[src/rtl/keccak_arbiter.sv]
// Purpose : arbitrates two message requesters (a, b) onto one Keccak/SHA-3 hash core and latches the digest.
// Latency : request seen in IDLE -> CLR (core reset) -> FEED, so the first word can be accepted 2 cycles later.
// Backpress: word accept = valid of granted requester & ~core_buffer_full; ack mirrors core_in_ready combinationally.
//
// Ports:
//   clk, reset_n                      sole clock, asynchronous active-low reset
//   req_X/word_X/valid_X/last_X/bytes_X  per-requester job request and message word stream (X = a, b)
//   ack_X, done_X                     word accepted this cycle / job complete (one-cycle pulse)
//   core_*                            hash-core side: reset, word stream, byte count, digest handshake
//   result, result_id, error          latched digest, its owner (0=a, 1=b), watchdog timeout pulse
//
// Build option: define KECCAK_ARB_WATCHDOG_EN to abort a WAIT that exceeds TIMEOUT_CYC cycles.
module keccak_arbiter #(
   parameter int D           = 512,
   parameter int TIMEOUT_CYC = 255
) (
   input  logic         clk,
   input  logic         reset_n,
   input  logic         req_a,
   input  logic [63:0]  word_a,
   input  logic         valid_a,
   input  logic         last_a,
   input  logic [2:0]   bytes_a,
   output logic         ack_a,
   output logic         done_a,
   input  logic         req_b,
   input  logic [63:0]  word_b,
   input  logic         valid_b,
   input  logic         last_b,
   input  logic [2:0]   bytes_b,
   output logic         ack_b,
   output logic         done_b,
   output logic         core_reset,
   output logic [63:0]  core_in,
   output logic         core_in_ready,
   output logic         core_is_last,
   output logic [2:0]   core_byte_num,
   input  logic         core_buffer_full,
   input  logic [D-1:0] core_out,
   input  logic         core_out_ready,
   output logic [D-1:0] result,
   output logic         result_id,
   output logic         error
);

   typedef enum logic [2:0] {IDLE, CLR, FEED, WAIT, DONE} state_t;

   state_t state, state_nxt;
   logic   grant, grant_nxt;            // 0 = a, 1 = b
   logic   last_grant, last_grant_nxt;  // owner of the last finished/aborted job
   logic   capture;
   logic   wd_expire;
   logic   sel_valid, sel_last;
   logic [2:0] sel_bytes;

   // granted requester's word stream, steered straight to the core
   assign sel_valid = grant ? valid_b : valid_a;
   assign sel_last  = grant ? last_b  : last_a;
   assign sel_bytes = grant ? bytes_b : bytes_a;
   assign core_in   = grant ? word_b  : word_a;

   always_comb begin
      state_nxt      = state;
      grant_nxt      = grant;
      last_grant_nxt = last_grant;
      capture        = 1'b0;
      core_in_ready  = 1'b0;
      case (state)
         IDLE: begin
            if (req_a || req_b) begin
               // on contention the requester not served last wins
               grant_nxt = (req_a && req_b) ? ~last_grant : req_b;
               state_nxt = CLR;
            end
         end
         CLR:  state_nxt = FEED;
         FEED: begin
            core_in_ready = sel_valid & ~core_buffer_full;
            if (core_in_ready && sel_last) state_nxt = WAIT;
         end
         WAIT: begin
            if (core_out_ready) begin
               capture   = 1'b1;
               state_nxt = DONE;
            end else if (wd_expire) begin
               last_grant_nxt = grant;
               state_nxt      = IDLE;
            end
         end
         DONE: begin
            last_grant_nxt = grant;
            state_nxt      = IDLE;
         end
         default: state_nxt = IDLE;
      endcase
   end

   assign ack_a         = core_in_ready & ~grant;
   assign ack_b         = core_in_ready &  grant;
   assign core_is_last  = core_in_ready & sel_last;
   assign core_byte_num = core_is_last ? sel_bytes : 3'd0;
   assign done_a        = (state == DONE) & ~grant;
   assign done_b        = (state == DONE) &  grant;

   always_ff @(posedge clk or negedge reset_n) begin
      if (!reset_n) begin
         state      <= IDLE;
         grant      <= 1'b0;
         last_grant <= 1'b1;
         core_reset <= 1'b1;
         result     <= '0;
         result_id  <= 1'b0;
      end else begin
         state      <= state_nxt;
         grant      <= grant_nxt;
         last_grant <= last_grant_nxt;
         // registered so the core sees a glitch-free reset that tracks the state
         core_reset <= (state_nxt == IDLE) || (state_nxt == CLR) || (state_nxt == DONE);
         if (capture) begin
            result    <= core_out;
            result_id <= grant;
         end
      end
   end

`ifdef KECCAK_ARB_WATCHDOG_EN
   localparam int CW = ($clog2(TIMEOUT_CYC + 1) > 8) ? $clog2(TIMEOUT_CYC + 1) : 8;

   logic [CW-1:0] wd_cnt;
   logic          err_q;

   // counter is held at zero outside WAIT, so it starts from zero on every WAIT entry;
   // it reads TIMEOUT_CYC-1 in the TIMEOUT_CYC-th WAIT cycle
   assign wd_expire = (state == WAIT) && !core_out_ready && (wd_cnt == CW'(TIMEOUT_CYC - 1));
   assign error     = err_q;

   always_ff @(posedge clk or negedge reset_n) begin
      if (!reset_n) begin
         wd_cnt <= '0;
         err_q  <= 1'b0;
      end else begin
         err_q  <= wd_expire;
         wd_cnt <= (state == WAIT) ? wd_cnt + 1'b1 : '0;
      end
   end
`else
   assign wd_expire = 1'b0;
   assign error     = 1'b0;
`endif

endmodule

[config.mk]
export PLATFORM = sky130hd
export DESIGN_NAME = keccak_arbiter
export DESIGN_NICKNAME = d
export VERILOG_FILES = /design/src/rtl/keccak_arbiter.sv
export SDC_FILE = /design/constraint.sdc
export NUM_CORES = 1
export LEC_CHECK = 0
export CORE_AREA = 2 2 488 490
export CTS_CLUSTER_DIAMETER = 150
export DETAILED_ROUTE_END_ITERATION = 8
export DIE_AREA = 0 0 490 492
export GPL_TIMING_DRIVEN = 0
export SETUP_SLACK_MARGIN = 0.02
export SKIP_CTS_REPAIR_TIMING = 1
export SYNTH_ARGS = -nofsm -noshare
export SYNTH_HDL_FRONTEND = slang
export SYNTH_SLANG_ARGS = --single-unit
[constraint.sdc]
create_clock -name clk -period 3.2 [get_ports clk]
set_input_delay 0.8 -clock clk [delete_from_list [all_inputs] [get_ports clk]]
set_output_delay 0.8 -clock clk [all_outputs]
set_load 0.05 [all_outputs]
==> impl_metrics.ini <==
[drt]
via_count = 16812
drt.antenna.violating_nets = 0
drtIter0Drc = 655
first_pass_iters = 5
wire_per_inst_um = 31.2
avgViaCountPerCell = 2.92
drc = 0
wirelength_um = 180000

[clock_tree]
cts.clk_slew.worst_paths_ns = 0.06
cts_root_buf = clkbuf_16
clk_path_buf_depth = 3
htreeDepth = 3
cts_tree = done
cts_sinks = 519
numCtsBuffers = 69
insertion_delay_ns = 0.71

[timing]
whs_ns = 0.172
rsz0062_at_grt = yes
max_clock_freq_mhz = 317
setup_violations = 0
final.setup.worst_slack_ns = 0.0461
period_needed_ns = 3.15
skew_ns = 0.0324
max_slew_margin = 0.239
hold_violations = 0
period_share = 0.986
drv_slew = 0
tightestPinTransition_ns = 1.14

[power_and_ir_drop]
combPwrFrac = 0.622
power_frac_seq = 0.222
p_leak_nw = 16.8
p_int_mw = 27.1
switching_share = 0.502
p_switching_mw = 27.3
powerDensity_nw_per_um2 = 1310
irDropWorstVdd_v = 0.000682
pwr-share-clk = 0.156

[cells_and_area]
area_growth_syn_to_layout_pct = 84.1
fin_nets = 3170
layout_common_cells = 1154 x clkdlybuf4s50_1, 515 x dfrtp_1, 459 x mux2_4, 118 x mux2_2, 69 x clkbuf_16
utilization = 0.175
layout_commonest_cell = clkdlybuf4s50_1
final_area_um2 = 41400
drive_above_1_share = 0.326
final-instance-count-excl-fill = 5758

[run_status]
outcome = finished, final reports clean

[yosys]
yosysTopAreaCell = dfrtp_1
ys.flop_type = dfrtp_1
yosys.area.top_type_share = 0.575
syn-num-nets = 1852
ys_seq_area_frac = 0.577
yosysWarnings = 0
syn_avg_cell_area_um2 = 18.8
synthCells = 1196
async_flop_share = 1.00
yosysUniqueCellTypes = 29
synth_edf_count = 0
syn_area_um2 = 22500
synth-seq-cells = 519
yosys-top-cells-area = dfrtp_1 58%, mux2_4 31%, mux2_2 5.9%, buf_12 4.0%, buf_8 0.40%

[critical_path]
startpoint_type = input pin
cp.arrival_ns = 2.35
crit_path_end_kind = output port
r2r_cells = 6
worst-path-max-fanout = 5
r2r-end = result[366]
reg2reg_from = state[0]
path_class = input pin to output port
cp_data_required_time_ns = 2.40
rrSetupSlack_ns = 1.07

[placement]
dpl.hpwl_um = 159000
port_buffers = 1242
dp.cells = 5609
preCtsSetupSlack_ns = -0.754
gp_congestion = 1.09
placedInstanceArea_um2 = 39000

[grt]
grt_pass1_vias = 17952
grt_max_degree = 115
antenna_found_initial = 124
grt-ovfl-total = 0
grt_first_pass_wirelength_um = 221000
grt_usage = 0.145

[die]
initial_core_util = 0.0952
die_w_um = 490
dieArea_um2 = 241000
design.core.area_um2 = 236000
io_pins = 1244
core.rowCount = 179
die_y_um = 492

[hold_path]
min_path_type = input pin to async pin

[flow_run]
maxCapViolCount = 0
==> Yosys cell counts, types with 2 or more instances <==
| cell | count |
|---|---|
| dfstp_2 | 2 |
| buf_8 | 6 |
| nor2_1 | 7 |
| buf_4 | 6 |
| inv_1 | 2 |
| a21o_1 | 2 |
| nand2_1 | 5 |
| mux2_4 | 459 |
| buf_12 | 45 |
| clkbuf_1 | 3 |
| buf_2 | 5 |
| mux2i_1 | 3 |
| and3_1 | 2 |
| dfrtp_1 | 517 |
| mux2_2 | 118 |
==> layer usage <==
metal,GRT usage,part of all wire,vias to the layer above
li1,-,-,6936
met1,0.145,0.34,8379
met2,0.252,0.49,1185
met3,0.0843,0.14,306
met4,0.0480,0.037,6
met5,0,0.00023,-
==> power by group through the flow <==
stage | registers, mW | clock network [mW] | logic, mW
global placement | 12.1 | 0 | 34.6
CTS | 12.1 | 8.86 | 34.7
floorplan | 23.4 | 0 | 8.21
finish | 12.1 | 8.50 | 33.8
detailed placement | 12.1 | 0 | 34.5
global route | 12.5 | 9.04 | 35.1
==> cell type report <==
type	count	area [um^2]
Sequential cell	519	13000
Clock buffer	92	1950
Inverter	2	7.51
Clock inverter	35	515
Timing Repair Buffer	1247	12400
Fill cell	25816	195000
Multi-Input combinational cell	609	8450
Buffer	66	1120
Antenna cell	21	52.6
Tap cell	3167	3960
==> sequential cells by signal, summed over array words and instances (netlist names) <==
| register | flops |
|---|---|
| grant | 1 |
| core_reset | 1 |
| result | 512 |
| last_grant | 1 |
| state | 3 |
| result_id | 1 |
==> through the flow <==
step / power [mW] / TNS (ns)
6_report: 54.3 / 0
4_1_cts: 55.6 / -78.81
5_1_grt: 56.7 / -0.00667
2_1_floorplan: 31.6 / 0
3_5_place_dp: 46.6 / -24.32
3_3_place_gp: 46.6 / -
==> kinds of logic (layout without fill, tap and decap cells) <==
kind of cell / Yosys count / after routing / synth area share
simple gates: 22 / 22 / 0.00523
other cells: 1 / 22 / 0.000167
buf+inv: 68 / 1442 / 0.0485
mux: 580 / 580 / 0.367
compound gates: 6 / 6 / 0.00195
flops: 519 / 519 / 0.577
==> critical path, cell delays in order <==
cell and delay (ns):
clkdlybuf4s50_1 0.43, or4b_4 0.58, a21o_4 0.26, nor2_4 0.11
buf_6 0.17
==> worst max-delay path by stage <==
stage	slack [ns]	end	from	depth (start not counted)
after floorplan	0.16	core_byte_num[0]	core_buffer_full	3
after global placement	-23.24	result[320]	reset_n	1
after detailed placement	-0.75	core_byte_num[2]	core_buffer_full	5
after CTS	-1.51	core_in[55]	grant	4
after global routing	-0.005	core_is_last	core_buffer_full	5
final	0.05	core_byte_num[2]	core_buffer_full	5
Note: power is estimated with default switching activity, not from simulation.
